--- config.mk ---
export PLATFORM = sky130hd
export DESIGN_NAME = ex_muldiv_unit
export DESIGN_NICKNAME = d
export VERILOG_FILES = /design/src/rtl/ex_muldiv_pkg.sv /design/src/rtl/ex_muldiv_core.sv /design/src/rtl/ex_muldiv_unit.sv
export SDC_FILE = /design/constraint.sdc
export NUM_CORES = 1
export LEC_CHECK = 0
export BUFFER_PORTS_ARGS = -buffer_cell sky130_fd_sc_hd__buf_2
export CORE_AREA = 2 2 220 222
export DETAILED_ROUTE_END_ITERATION = 10
export DIE_AREA = 0 0 222 224
export GPL_TIMING_DRIVEN = 0
export HOLD_SLACK_MARGIN = 0.08
export PLACE_DENSITY = 0.6
export REMOVE_ABC_BUFFERS = 1
export SYNTH_ARGS = -nofsm -noshare
export SYNTH_HDL_FRONTEND = slang
export SYNTH_SLANG_ARGS = --single-unit
--- constraint.sdc ---
create_clock -name clk_i -period 11 [get_ports clk_i]
set_input_delay 1.1 -clock clk_i [delete_from_list [all_inputs] [get_ports clk_i]]
set_output_delay 1.1 -clock clk_i [all_outputs]
set_load 0.01 [all_outputs]
--- src/rtl/ex_muldiv_pkg.sv ---
// Shared definitions for the EX-stage RV32M multiply/divide unit.
// funct3 encodings, FSM states and datapath width.
package ex_muldiv_pkg;

  localparam int XLEN = 32;

  localparam logic [2:0] F3_MUL    = 3'd0;
  localparam logic [2:0] F3_MULH   = 3'd1;
  localparam logic [2:0] F3_MULHSU = 3'd2;
  localparam logic [2:0] F3_MULHU  = 3'd3;
  localparam logic [2:0] F3_DIV    = 3'd4;
  localparam logic [2:0] F3_DIVU   = 3'd5;
  localparam logic [2:0] F3_REM    = 3'd6;
  localparam logic [2:0] F3_REMU   = 3'd7;

  typedef enum logic [1:0] {
    S_IDLE,
    S_CALC,
    S_DONE
  } state_e;

endpackage

--- src/rtl/ex_muldiv_core.sv ---
// One radix-2 iteration of the shared mul/div datapath.
// acc holds {hi, lo}: product halves, or {remainder, quotient}.
module ex_muldiv_core
  import ex_muldiv_pkg::*;
(
  input  logic              div_i,
  input  logic [XLEN-1:0]   op_b_i,
  input  logic [2*XLEN-1:0] acc_i,
  output logic [2*XLEN-1:0] acc_o
);

  logic [XLEN:0] sum;
  logic [XLEN:0] rem_sh;
  logic [XLEN:0] diff;

  always_comb begin
    sum    = {1'b0, acc_i[2*XLEN-1:XLEN]}
           + (acc_i[0] ? {1'b0, op_b_i} : '0);
    rem_sh = acc_i[2*XLEN-1:XLEN-1];
    diff   = rem_sh - {1'b0, op_b_i};
    if (div_i) begin
      // borrow out means the trial subtract is undone
      if (diff[XLEN]) begin
        acc_o = {rem_sh[XLEN-1:0], acc_i[XLEN-2:0], 1'b0};
      end else begin
        acc_o = {diff[XLEN-1:0], acc_i[XLEN-2:0], 1'b1};
      end
    end else begin
      acc_o = {sum, acc_i[XLEN-1:1]};
    end
  end

endmodule

--- src/rtl/ex_muldiv_unit.sv ---
// Iterative RV32M mul/div unit: FSM, sign handling and result select.
// Stalls the front end while busy; one-cycle done strobe with result.
module ex_muldiv_unit #(
  parameter int XLEN  = 32,
  parameter int CNT_W = 6
) (
  input  logic            clk_i,
  input  logic            rst_i,
  input  logic            start_i,
  input  logic [2:0]      funct3_i,
  input  logic [XLEN-1:0] rs1_data_i,
  input  logic [XLEN-1:0] rs2_data_i,
  input  logic            freeze_i,
  output logic            busy_o,
  output logic            done_o,
  output logic [XLEN-1:0] result_o
);
  import ex_muldiv_pkg::*;

  state_e              state_q, state_d;
  logic [CNT_W-1:0]    cnt_q, cnt_d;
  logic [2*XLEN-1:0]   acc_q, acc_d;
  logic [XLEN-1:0]     opb_q, opb_d;
  logic [2:0]          f3_q, f3_d;
  logic                negq_q, negq_d;
  logic                negr_q, negr_d;
  logic [XLEN-1:0]     res_q, res_d;

  logic [2*XLEN-1:0]   step;
  logic                sg1, sg2;
  logic                a_neg, b_neg;
  logic [XLEN-1:0]     a_mag, b_mag;
  logic                is_div, div0, ovf;
  logic [2*XLEN-1:0]   prod;
  logic [XLEN-1:0]     quot, rem;

  ex_muldiv_core u_core (
    .div_i  (f3_q[2]),
    .op_b_i (opb_q),
    .acc_i  (acc_q),
    .acc_o  (step)
  );

  always_comb begin
    sg1 = 1'b0;
    sg2 = 1'b0;
    unique case (funct3_i)
      F3_MUL:    begin sg1 = 1'b1; sg2 = 1'b1; end
      F3_MULH:   begin sg1 = 1'b1; sg2 = 1'b1; end
      F3_MULHSU: begin sg1 = 1'b1; sg2 = 1'b0; end
      F3_MULHU:  begin sg1 = 1'b0; sg2 = 1'b0; end
      F3_DIV:    begin sg1 = 1'b1; sg2 = 1'b1; end
      F3_DIVU:   begin sg1 = 1'b0; sg2 = 1'b0; end
      F3_REM:    begin sg1 = 1'b1; sg2 = 1'b1; end
      F3_REMU:   begin sg1 = 1'b0; sg2 = 1'b0; end
    endcase
    a_neg  = sg1 & rs1_data_i[XLEN-1];
    b_neg  = sg2 & rs2_data_i[XLEN-1];
    a_mag  = a_neg ? -rs1_data_i : rs1_data_i;
    b_mag  = b_neg ? -rs2_data_i : rs2_data_i;
    is_div = funct3_i[2];
    div0   = is_div && (rs2_data_i == '0);
    ovf    = is_div && sg1
           && (rs1_data_i == {1'b1, {(XLEN-1){1'b0}}})
           && (rs2_data_i == '1);
  end

  always_comb begin
    prod = negq_q ? -step : step;
    quot = negq_q ? -step[XLEN-1:0] : step[XLEN-1:0];
    rem  = negr_q ? -step[2*XLEN-1:XLEN]
                  : step[2*XLEN-1:XLEN];
  end

  always_comb begin
    state_d = state_q;
    cnt_d   = cnt_q;
    acc_d   = acc_q;
    opb_d   = opb_q;
    f3_d    = f3_q;
    negq_d  = negq_q;
    negr_d  = negr_q;
    res_d   = res_q;
    if (!freeze_i) begin
      unique case (state_q)
        S_IDLE: begin
          if (start_i) begin
            f3_d   = funct3_i;
            negq_d = a_neg ^ b_neg;
            negr_d = a_neg;
            opb_d  = is_div ? b_mag : a_mag;
            acc_d  = {{XLEN{1'b0}}, is_div ? a_mag : b_mag};
            cnt_d  = '0;
            if (div0) begin
              res_d   = funct3_i[1] ? rs1_data_i : '1;
              state_d = S_DONE;
            end else if (ovf) begin
              res_d   = funct3_i[1] ? '0 : rs1_data_i;
              state_d = S_DONE;
            end else begin
              state_d = S_CALC;
            end
          end
        end
        S_CALC: begin
          acc_d = step;
          cnt_d = cnt_q + CNT_W'(1);
          if (cnt_q == CNT_W'(XLEN-1)) begin
            state_d = S_DONE;
            unique case (f3_q)
              F3_MUL:    res_d = prod[XLEN-1:0];
              F3_MULH:   res_d = prod[2*XLEN-1:XLEN];
              F3_MULHSU: res_d = prod[2*XLEN-1:XLEN];
              F3_MULHU:  res_d = prod[2*XLEN-1:XLEN];
              F3_DIV:    res_d = quot;
              F3_DIVU:   res_d = quot;
              F3_REM:    res_d = rem;
              F3_REMU:   res_d = rem;
            endcase
          end
        end
        S_DONE:  state_d = S_IDLE;
        default: state_d = S_IDLE;
      endcase
    end
  end

  always_ff @(posedge clk_i or posedge rst_i) begin
    if (rst_i) begin
      state_q <= S_IDLE;
      cnt_q   <= '0;
      acc_q   <= '0;
      opb_q   <= '0;
      f3_q    <= '0;
      negq_q  <= 1'b0;
      negr_q  <= 1'b0;
      res_q   <= '0;
    end else begin
      state_q <= state_d;
      cnt_q   <= cnt_d;
      acc_q   <= acc_d;
      opb_q   <= opb_d;
      f3_q    <= f3_d;
      negq_q  <= negq_d;
      negr_q  <= negr_d;
      res_q   <= res_d;
    end
  end

  assign busy_o   = ((state_q == S_IDLE) && start_i)
                  || (state_q == S_CALC);
  assign done_o   = (state_q == S_DONE);
  assign result_o = res_q;

endmodule
==> flow_metrics.py <==
metrics = {
    "worst_setup_path": {
        "crit_fanout": 24,
        "required_ns": 11.29,
        "critPathMaxStageDelay_ns": 0.97,
        "end_kind": "flip-flop",
        "crit_arrival_ns": 7.81,
        "cp_top_family": "compound AO/OA/AOI/OAI gates",
        "path_buf_inv": 4,
        "timing.critical_path.mode_cell": "inv_1",
        "slowest_stage": "o21ai_2",
        "worstSetupPathType": "reg2reg",
        "startpoint_type": "flip-flop",
        "reg2reg_setup_slack_ns": 3.47,
        "cp_cell_sequence": "inv_1, ha_1, inv_1, fa_1, a21o_1, a221o_1, a21oi_4, a21oi_2, o21ai_2, nand2_2, a21oi_1, o21bai_1, inv_1, ha_1, inv_1, nor4_1, nand3_2, or3_1, o31ai_2, xor2_1, a221oi_1, a311oi_1",
    },
    "final_layout": {
        "drive_gt1_share_pct": 9.76,
        "mostFrequentLayoutCells": "286 x nand2_1, 235 x o21ai_0, 172 x a21oi_1",
        "finish.utilization_pct": 37.3,
        "final_common_cell": "nand2_1",
        "final_area_sq_um": 17700,
        "fin_nets": 2333,
        "area_growth_pct": 10.6,
        "antenna_cells": 0,
    },
    "power_and_ir_drop": {
        "totalPowerFinal_uw": 6570,
        "p_int_uw": 2850,
        "p_seq_share_pct": 17.1,
        "power.switching_uw": 3720,
        "p_sw_share_pct": 56.7,
        "ir_drop_v": 0.000142,
        "pwr-share-clk_pct": 10.2,
        "powerDensity_nw_per_um2": 372,
        "comb_power_share_pct": 72.7,
        "p_leak_uw": 0.00712,
    },
    "floorplanning": {
        "die_w_microns": 222,
        "die-area_sq_um": 49700,
        "rows": 80,
        "io_pins": 105,
        "die_h_microns": 224,
        "coreArea_sq_um": 47300,
        "start_util_pct": 33.7,
    },
    "hold_path": {
        "hp-class": "reg2reg",
    },
    "timing": {
        "hold_viol": 0,
        "worst_slew_pin_slew_ns": 1.25,
        "setup_viol": 0,
        "min_period_ns": 7.53,
        "finClkSkew_ns": 0.00984,
        "max-slew-margin-rel_pct": 16.4,
        "fmax_ghz": 0.133,
        "tns_ns": 0,
        "period_share_pct": 68.4,
        "slew_violations": 0,
        "rsz0062_at_grt": "no",
    },
    "clocking": {
        "post-cts-setup-buffer-count": 0,
        "cts_made_buffers": 17,
        "clock_latency_ns": 0.46,
        "htreeDepth": 4,
        "path_clk_slew_ns": 0.07,
        "hold_buffers": 0,
        "clock_sinks": 141,
        "cts_tree": "yes",
        "clockRootBuffer": "clkbuf_16",
        "cts.path.max_buffers": 2,
        "post_cts_resized": 0,
    },
    "logic_synthesis": {
        "async_flop_share_pct": 100,
        "synth_area_sq_um": 16000,
        "synthCells": 2182,
        "yosys_warnings": 0,
        "ys.flop_type": "dfrtp_1",
        "ys_seq_area_share_pct": 22.1,
        "synth.avg_cell_area_sq_um": 7.31,
        "ys_types": 101,
        "ys_ff_latch": 141,
        "synth_edf_count": 0,
    },
    "routing": {
        "ant_nets": 0,
        "drt_iter0_drc": 1803,
        "vias": 17100,
        "drcViolationCount": 0,
        "detail_route.wl_per_cell_microns": 22.3,
        "drt_first_pass_iters": 6,
        "viasPerCell": 6.08,
        "routed_wl_microns": 62700,
    },
    "outcome": {
        "status": "complete, no violations",
    },
    "place": {
        "placed_area_sq_um": 17000,
        "dp.final_hpwl_microns": 48900,
        "gp_congestion": 0.961,
        "port_buffers": 104,
    },
    "grt": {
        "grt_start_max_net_pins": 114,
        "grt_use_total_pct": 24.8,
        "antenna_found_initial": 2,
        "overflow": 0,
        "grt_pass1_wl_microns": 96400,
        "grt_pass1_vias": 16400,
    },
    "flow_run": {
        "drv_cap": 0,
    },
}
final cells by class:
class,count,area (sq um)
repair buffers,117,746
fillers,4955,29700
multi-input cells,1846,11700
clock inverters,14,215
inverters,67,258
clock buffers,18,429
well taps,615,769
flip-flops and latches,141,3530
worst reg2reg max path, cell delays in order (launching register included):
cell and delay, ns:
dfrtp_1 0.52, inv_1 0.11, ha_1 0.18, inv_1 0.06, fa_1 0.40, a21o_1 0.20, a221o_1 0.42, a21oi_4 0.34
a21oi_2 0.19, o21ai_2 0.97, nand2_2 0.52, a21oi_1 0.32, o21bai_1 0.16, inv_1 0.24, ha_1 0.21, inv_1 0.07
nor4_1 0.57, nand3_2 0.30, or3_1 0.58, o31ai_2 0.31, xor2_1 0.12, a221oi_1 0.47, a311oi_1 0.10
stage by stage:
step           hold WS [ns]  worst slack (ns)  std cells
2_1_floorplan         0.464              3.34       2054
3_3_place_gp          0.465            -0.601       2773
3_5_place_dp          0.465              3.60       2786
4_1_cts               0.479              3.56       2818
5_1_grt               0.505              3.20       2818
6_report              0.477              3.47       2818
power groups by stage:
stage	clock (uW)	sequential, uW	combinational, uW
final	668	1120	4780
after global placement	0	1180	4530
after detailed placement	0	1120	4650
after CTS	666	1110	4680
after floorplan	0	1030	3270
after global routing	690	1160	5200
layer usage:
metal | GRT usage (%) | wire length, microns | part of all wire, % | up-vias
li1 | - | - | - | 8095
met1 | 31.8 | 26600 | 42 | 8213
met2 | 42.1 | 29600 | 47 | 685
met3 | 3.07 | 4020 | 6.4 | 133
met4 | 10.8 | 2520 | 4.0 | 0
met5 | 0 | 0 | 0 | -
logic make-up (layout without fill, tap and decap cells):
logic type / after synthesis / after routing / synth area share (%)
flip-flops: 141 / 141 / 22.1
buffers and inverters: 195 / 216 / 4.82
adder cells (fa/ha/maj): 80 / 80 / 6.24
XOR/XNOR: 163 / 163 / 8.94
AO/OA/AOI/OAI: 743 / 743 / 29.8
multiplexers: 50 / 50 / 3.18
AND/OR/NAND/NOR: 810 / 810 / 24.9
sequential cells by signal, summed over array words and instances, names as in the netlist:
signal    flops
cnt_q         6
negq_q        1
f3_q          3
negr_q        1
opb_q        32
state_q       2
acc_q        64
result_o     32
final timing paths:
| check | startpoint | end | cells past startpoint |
|---|---|---|---|
| max | acc_q[31] | result_o[20] | 22 |
| max in group asynchronous | rst_i | f3_q[2] | 3 |
| min reg2reg | result_o[3] | result_o[3] | 2 |
| min in group asynchronous | rst_i | acc_q[5] | 2 |
| min | result_o[3] | result_o[3] | 2 |
| max reg2reg | acc_q[31] | result_o[20] | 22 |
cells in the mapped netlist, types with 8 or more instances:
cell type / count / share of area, %
a221oi_1: 14 / 0.77
nand2b_1: 15 / 0.59
o21a_1: 10 / 0.47
o221ai_1: 34 / 1.9
o21ai_0: 235 / 7.4
nor2b_1: 16 / 0.63
a21o_1: 26 / 1.2
nand4_1: 40 / 1.6
nor3_1: 58 / 1.8
maj3_1: 8 / 0.50
a31oi_1: 35 / 1.4
nand3_1: 51 / 1.6
or3_1: 21 / 0.82
ha_1: 70 / 5.5
a22oi_1: 11 / 0.52
buf_2: 15 / 0.47
o211ai_1: 32 / 1.5
buf_1: 13 / 0.31
inv_1: 64 / 1.5
and2_1: 48 / 1.9
xor2_1: 61 / 3.3
dfrtp_1: 141 / 22
mux2i_1: 44 / 2.8
o31ai_1: 26 / 1.2
and3_1: 18 / 0.71
clkbuf_1: 97 / 2.3
or2_2: 12 / 0.47
nand3b_1: 9 / 0.42
o22ai_1: 8 / 0.31
nor4_1: 24 / 0.94
a311oi_1: 8 / 0.44
a21oi_1: 173 / 5.4
xnor2_1: 102 / 5.6
nor3b_1: 9 / 0.42
a22o_1: 16 / 0.88
nor2_1: 159 / 3.7
and4_1: 8 / 0.44
a211oi_1: 20 / 0.94
nand2_1: 286 / 6.7
No activity file was read; power rests on OpenSTA's default activity.
